File: src/rtl/tri_strip_sequencer.sv
// Walks the MVP result memory, assembles strip/list vertex triples and hands each triangle to the rasteriser.
// Optional back-face/degenerate culling stage enabled by defining TRI_CULL_EN.
module tri_strip_sequencer #(
    parameter int WIDTH        = 32,
    parameter int COLOUR_WIDTH = 3
) (
    input  logic                    clock,
    input  logic                    resetn,
    input  logic                    start,
    input  logic                    strip,
    input  logic [WIDTH-1:0]        count,
    output logic                    done,
    output logic [WIDTH-1:0]        mem_read_addr,
    input  logic [31:0]             mem_read_data,
    output logic [WIDTH-1:0]        mem_col_addr,
    input  logic [COLOUR_WIDTH-1:0] mem_col_data,
    output logic [15:0]             ax,
    output logic [15:0]             ay,
    output logic [15:0]             bx,
    output logic [15:0]             by,
    output logic [15:0]             cx,
    output logic [15:0]             cy,
    output logic [COLOUR_WIDTH-1:0] colour,
    output logic                    draw_en,
    input  logic                    draw_done
);

    typedef enum logic [2:0] {
        S_IDLE,
        S_ADDR,
        S_DATA,
`ifdef TRI_CULL_EN
        S_CULL,
`endif
        S_DRAW,
        S_WAIT_DRAW,
        S_NEXT
    } state_t;

    state_t                  r_state, w_next;
    logic [WIDTH-1:0]        r_vidx, r_tidx, r_cnt;
    logic [1:0]              r_need;
    logic                    r_mode;
    logic [31:0]             r_a, r_b, r_c;
    logic [15:0]             r_ax, r_ay, r_bx, r_by, r_cx, r_cy;
    logic [COLOUR_WIDTH-1:0] r_colour;
    logic [WIDTH-1:0]        r_rd_addr, r_col_addr;
    logic [WIDTH-1:0]        w_tidx_inc;
    logic                    w_last_tri;

    assign w_tidx_inc = r_tidx + 1'b1;
    assign w_last_tri = (w_tidx_inc == r_cnt);

`ifdef TRI_CULL_EN
    // Edge vectors widened to 34 bits so the products and difference keep their sign.
    logic signed [33:0] w_dx1, w_dy1, w_dx2, w_dy2, w_area, w_area_s;
    logic               w_cull;
    assign w_dx1    = $signed({18'd0, r_bx}) - $signed({18'd0, r_ax});
    assign w_dy1    = $signed({18'd0, r_by}) - $signed({18'd0, r_ay});
    assign w_dx2    = $signed({18'd0, r_cx}) - $signed({18'd0, r_ax});
    assign w_dy2    = $signed({18'd0, r_cy}) - $signed({18'd0, r_ay});
    assign w_area   = (w_dx1 * w_dy2) - (w_dy1 * w_dx2);
    // Odd strip triangles have reversed winding.
    assign w_area_s = (r_mode && r_tidx[0]) ? -w_area : w_area;
    assign w_cull   = (w_area_s <= 34'sd0);
`endif

    always_comb begin
        w_next = r_state;
        case (r_state)
            S_IDLE:      if (start && count != '0) w_next = S_ADDR;
            S_ADDR:      w_next = S_DATA;
`ifdef TRI_CULL_EN
            S_DATA:      w_next = (r_need == 2'd1) ? S_CULL : S_ADDR;
            S_CULL:      w_next = w_cull ? S_NEXT : S_DRAW;
`else
            S_DATA:      w_next = (r_need == 2'd1) ? S_DRAW : S_ADDR;
`endif
            S_DRAW:      w_next = S_WAIT_DRAW;
            S_WAIT_DRAW: if (draw_done) w_next = S_NEXT;
            S_NEXT:      w_next = w_last_tri ? S_IDLE : S_ADDR;
            default:     w_next = S_IDLE;
        endcase
    end

    always_ff @(posedge clock or negedge resetn) begin
        if (!resetn) r_state <= S_IDLE;
        else         r_state <= w_next;
    end

    // Address registers are loaded on entry to S_ADDR so the RAM sees them for the whole S_ADDR cycle.
    always_ff @(posedge clock or negedge resetn) begin
        if (!resetn) begin
            r_vidx     <= '0;
            r_tidx     <= '0;
            r_cnt      <= '0;
            r_need     <= 2'd0;
            r_mode     <= 1'b0;
            r_a        <= '0;
            r_b        <= '0;
            r_c        <= '0;
            r_ax       <= '0;
            r_ay       <= '0;
            r_bx       <= '0;
            r_by       <= '0;
            r_cx       <= '0;
            r_cy       <= '0;
            r_colour   <= '0;
            r_rd_addr  <= '0;
            r_col_addr <= '0;
        end else begin
            case (r_state)
                S_IDLE: if (start && count != '0) begin
                    r_cnt      <= count;
                    r_mode     <= strip;
                    r_vidx     <= '0;
                    r_tidx     <= '0;
                    r_need     <= 2'd3;
                    r_rd_addr  <= '0;
                    r_col_addr <= '0;
                end
                S_DATA: begin
                    r_a    <= r_b;
                    r_b    <= r_c;
                    r_c    <= mem_read_data;
                    r_vidx <= r_vidx + 1'b1;
                    r_need <= r_need - 2'd1;
                    if (r_need == 2'd1) begin
                        r_colour <= mem_col_data;
                        r_ax     <= r_b[31:16];
                        r_ay     <= r_b[15:0];
                        r_bx     <= r_c[31:16];
                        r_by     <= r_c[15:0];
                        r_cx     <= mem_read_data[31:16];
                        r_cy     <= mem_read_data[15:0];
                    end else begin
                        r_rd_addr <= r_vidx + 1'b1;
                    end
                end
                S_NEXT: begin
                    r_tidx <= w_tidx_inc;
                    if (!w_last_tri) begin
                        r_need     <= r_mode ? 2'd1 : 2'd3;
                        r_rd_addr  <= r_vidx;
                        r_col_addr <= w_tidx_inc;
                    end
                end
                default: ;
            endcase
        end
    end

    assign done          = (r_state == S_IDLE);
    assign draw_en       = (r_state == S_DRAW);
    assign mem_read_addr = r_rd_addr;
    assign mem_col_addr  = r_col_addr;
    assign ax            = r_ax;
    assign ay            = r_ay;
    assign bx            = r_bx;
    assign by            = r_by;
    assign cx            = r_cx;
    assign cy            = r_cy;
    assign colour        = r_colour;

endmodule

File: config.mk
export PLATFORM = sky130hd
export DESIGN_NAME = tri_strip_sequencer
export DESIGN_NICKNAME = d
export VERILOG_FILES = /design/src/rtl/tri_strip_sequencer.sv
export SDC_FILE = /design/constraint.sdc
export NUM_CORES = 1
export LEC_CHECK = 0
export CAP_MARGIN = 20
export CORE_MARGIN = 10
export CORE_UTILIZATION = 35
export DETAILED_ROUTE_END_ITERATION = 10
export GPL_TIMING_DRIVEN = 0
export SETUP_SLACK_MARGIN = 0.02
export SYNTH_ARGS = -nofsm -noshare
export SYNTH_HDL_FRONTEND = slang
export SYNTH_SLANG_ARGS = --single-unit
File: constraint.sdc
create_clock -name clock -period 4 [get_ports clock]
set_clock_uncertainty 0.2 [all_clocks]
set_input_delay 1.2 -clock clock [delete_from_list [all_inputs] [get_ports clock]]
set_output_delay 1.2 -clock clock [all_outputs]
set_load 0.02 [all_outputs]
==> flow_metrics.tcl <==
set metrics [dict create \
    fillers 4284 \
    nets 2074 \
    fin_util_pct 46.32 \
    clkTransAtPathRegs_ps 60 \
    synth_warnings 0 \
    worstSkewPairLatency_ps 580 \
    crit_required_ps 4250 \
    fin_crit_sh_pct 98.21 \
    dieArea_mm2 0.05529 \
    antenna_found_initial 4 \
    fp-row-count 78 \
    die_x_um 235.1 \
    maxCapViolations 0 \
    netlist.area_leader.share_pct 50.82 \
    synth_top_cells_by_count "nand2_1 (405), dfrtp_1 (329), o21ai_0 (115), mux2_2 (99), clkbuf_1 (96)" \
    synth.ff_latch_count 329 \
    ff2ff_path_depth 10 \
    crit_buf_inv 1 \
    syn-mean-instance-area_um2 9.507 \
    cp-startpoint "r_tidx[1]" \
    crit_cells 10 \
    clock.fmax_mhz 254.5 \
    numCtsBuffers 38 \
    root_buffer "clkbuf_16" \
    async_flop_share_pct 100.0 \
    initial_core_util_pct 35.54 \
    coreArea_mm2 0.04558 \
    tightest_slew_ps 946.1 \
    syn_area_mm2 0.01620 \
    endpoint_kind "flip-flop" \
    grt_max_degree 116 \
    wl_per_cell_um 22.05 \
    crit_slowest_cell "or4_4" \
    worst_hold_path_type "in -> async" \
    grt_pass1_wl_um 88960 \
    yosysSeqAreaShare_pct 50.82 \
    grt_usage_pct 20.20 \
    max_stage_delay_ps 610 \
    drive_gt1_share_pct 13.12 \
    yosysMostFrequentCell "nand2_1" \
    grt_pass1_vias 14440 \
    endpoint "mem_read_addr[19]" \
    htreeDepth 2 \
    cts_tree "done" \
    synth_cells 1704 \
    p_leak_nw 8.821 \
    firstDrtPassIters 6 \
    synth_top_area_cell "dfrtp_1" \
    drtAntennaViolNets 0 \
    p_per_area_mw_per_mm2 767.1 \
    layout_min_cycle_time_ps 3929 \
    postCtsHoldBufs 0 \
    timing.slew.headroom_pct 36.44 \
    worstPathCellList "ha_4 > xnor2_1 > o311ai_0 > a211oi_1 > o2111ai_2 > a2111o_1 > or4_4 > buf_4 > o32ai_1 > a31oi_1" \
    crit_fanout 10 \
    peakVddDrop_uv 517.8 \
    r2r_slack_ps 70 \
    reg2reg_to "mem_read_addr[19]" \
    io_buffers 236 \
    start_kind "flip-flop" \
    crit_type "reg -> reg" \
    finalPower_mw 16.19 \
    clock_sinks 329 \
    viasPerCell 5.496 \
    cp.arrival_ps 4170 \
    multi_input_area_mm2 0.007600 \
    slew_viol_final 0 \
    routabilityCongestion 0.9371 \
    setup_violations 0 \
    clockBufferDepth 3 \
    finalWirelength_um 57960 \
    synthFlopType "dfrtp_1" \
    pin_count 237 \
    rsz0062_at_grt "false" \
    initialDrtViolationCount 1327 \
    synth_nets 1779 \
    die_y_um 235.1 \
    grt.overflow.total 0 \
    hold_violations 0 \
    ys_top_cells_by_area "dfrtp_1 (51%), nand2_1 (9.4%), mux2_2 (6.9%)" \
    synth_cell_types 75 \
    crit_family "compound AO/OA/AOI/OAI gates" \
    synth_edf_count 0 \
    syn2layout_area_growth_pct 30.32 \
    dp_hpwl_um 42250 \
    num_vias 14450 \
    status "complete, no violations" \
    ff_latch_area_mm2 0.008235 \
    r2r_start "r_tidx[1]" \
    drcViolationCount 0 \
]
-- cell type report --
cell class,instances,share of cell area [%]
diodes,2,0.02371
plain buffers,123,2.655
clock buffers,55,5.376
clock inverters,13,0.7764
inverters,15,0.2667
multi-input cells,1233,36.00
flip-flops and latches,329,39.01
well taps,600,3.556
repair buffers,259,12.33
-- registers in the layout, indices dropped and copies added (netlist names), 32 cells and up --
name	cells
mem_col_addr	32
mem_read_addr	32
r_b	32
r_c	32
r_cnt	32
r_tidx	32
r_vidx	32
-- logic make-up (layout without fill, tap and decap cells) --
group                    after synthesis  after routing  synth area share (%)
AO/OA/AOI/OAI                        302            302                 12.28
XOR/XNOR                              47             47                 2.711
adder cells (fa/ha/maj)                4              4                0.2935
buffers and inverters                142            465                 3.607
flip-flops                           329            329                 50.82
multiplexers                         132            132                 8.921
other                                  0              2                     0
AND/OR/NAND/NOR                      748            748                 21.36
-- worst register-to-register path: stages, from the launching register on --
cell and delay [ps]:
dfrtp_2 450, ha_4 250, xnor2_1 390, o311ai_0 350, a211oi_1 370, o2111ai_2 240
a2111o_1 490, or4_4 610, buf_4 220, o32ai_1 150, a31oi_1 80
-- metal layers --
metal | global-route usage (%) | vias to the layer above | wire length (µm)
li1 | - | 6646 | -
met1 | 25.30 | 7159 | 24250
met2 | 32.55 | 528 | 27190
met3 | 5.281 | 113 | 4460
met4 | 8.168 | 4 | 2041
met5 | 0 | - | 22
-- worst min-delay path by stage --
stage	slack, ps	cells past startpoint	start	end
final	230	1	resetn	mem_col_addr[0]
after global routing	220	1	resetn	mem_col_addr[0]
after CTS	200	1	resetn	mem_col_addr[5]
after detailed placement	260	1	r_state[2]	r_state[1]
after global placement	250	1	r_state[2]	r_state[1]
after floorplan	240	1	r_state[2]	r_state[1]
-- cells in the final DEF (no fill, tap or decap), types with 10 or more instances in the layout --
cell type	n
and2_1	14
nor3_1	52
clkbuf_16	38
o32ai_1	33
mux2_2	99
clkbuf_1	79
buf_4	28
nand3_1	26
o31ai_1	16
o21ai_0	113
nor4_1	17
clkdlybuf4s50_1	234
clkbuf_8	12
nor2b_1	10
xnor2_1	35
nand4_1	61
a31oi_1	26
buf_2	10
and4_1	10
nor2_1	79
dfrtp_1	327
inv_1	15
and3_1	14
mux2i_1	33
clkbuf_2	16
buf_1	10
nand2b_1	14
a21oi_1	46
nand2_1	403
-- what timing repair did --
item	4_1_cts	5_1_grt
buffers inserted	11	8
gates resized for setup	43	42
endpoints found under the setup margin	160	80
pin swaps	10	8
-- metrics by stage --
stage | setup WS (ps) | std cells | area [µm²] | hold WS [ps] | TNS, ps
floorplan | 511.3 | 1704 | 16200 | 236.8 | 0
global placement | -13230 | 2540 | 19310 | 251.4 | -4487850
detailed placement | -1322 | 2544 | 19400 | 258.3 | -153370
CTS | 32.92 | 2620 | 20950 | 200.8 | 0
global route | 20.39 | 2629 | 21110 | 217.1 | 0
finish | 71.49 | 2629 | 21110 | 230.5 | 0
-- power by group --
group / total [mW] / leakage (nW) / internal [mW] / switching [mW]
combinational: 7.16 / 4.01 / 2.96 / 4.20
clock: 3.61 / 0.638 / 2.12 / 1.49
sequential: 5.42 / 4.17 / 4.55 / 0.879
total: 16.2 / 8.82 / 9.63 / 6.57
No activity file was read; power rests on OpenSTA's default activity.
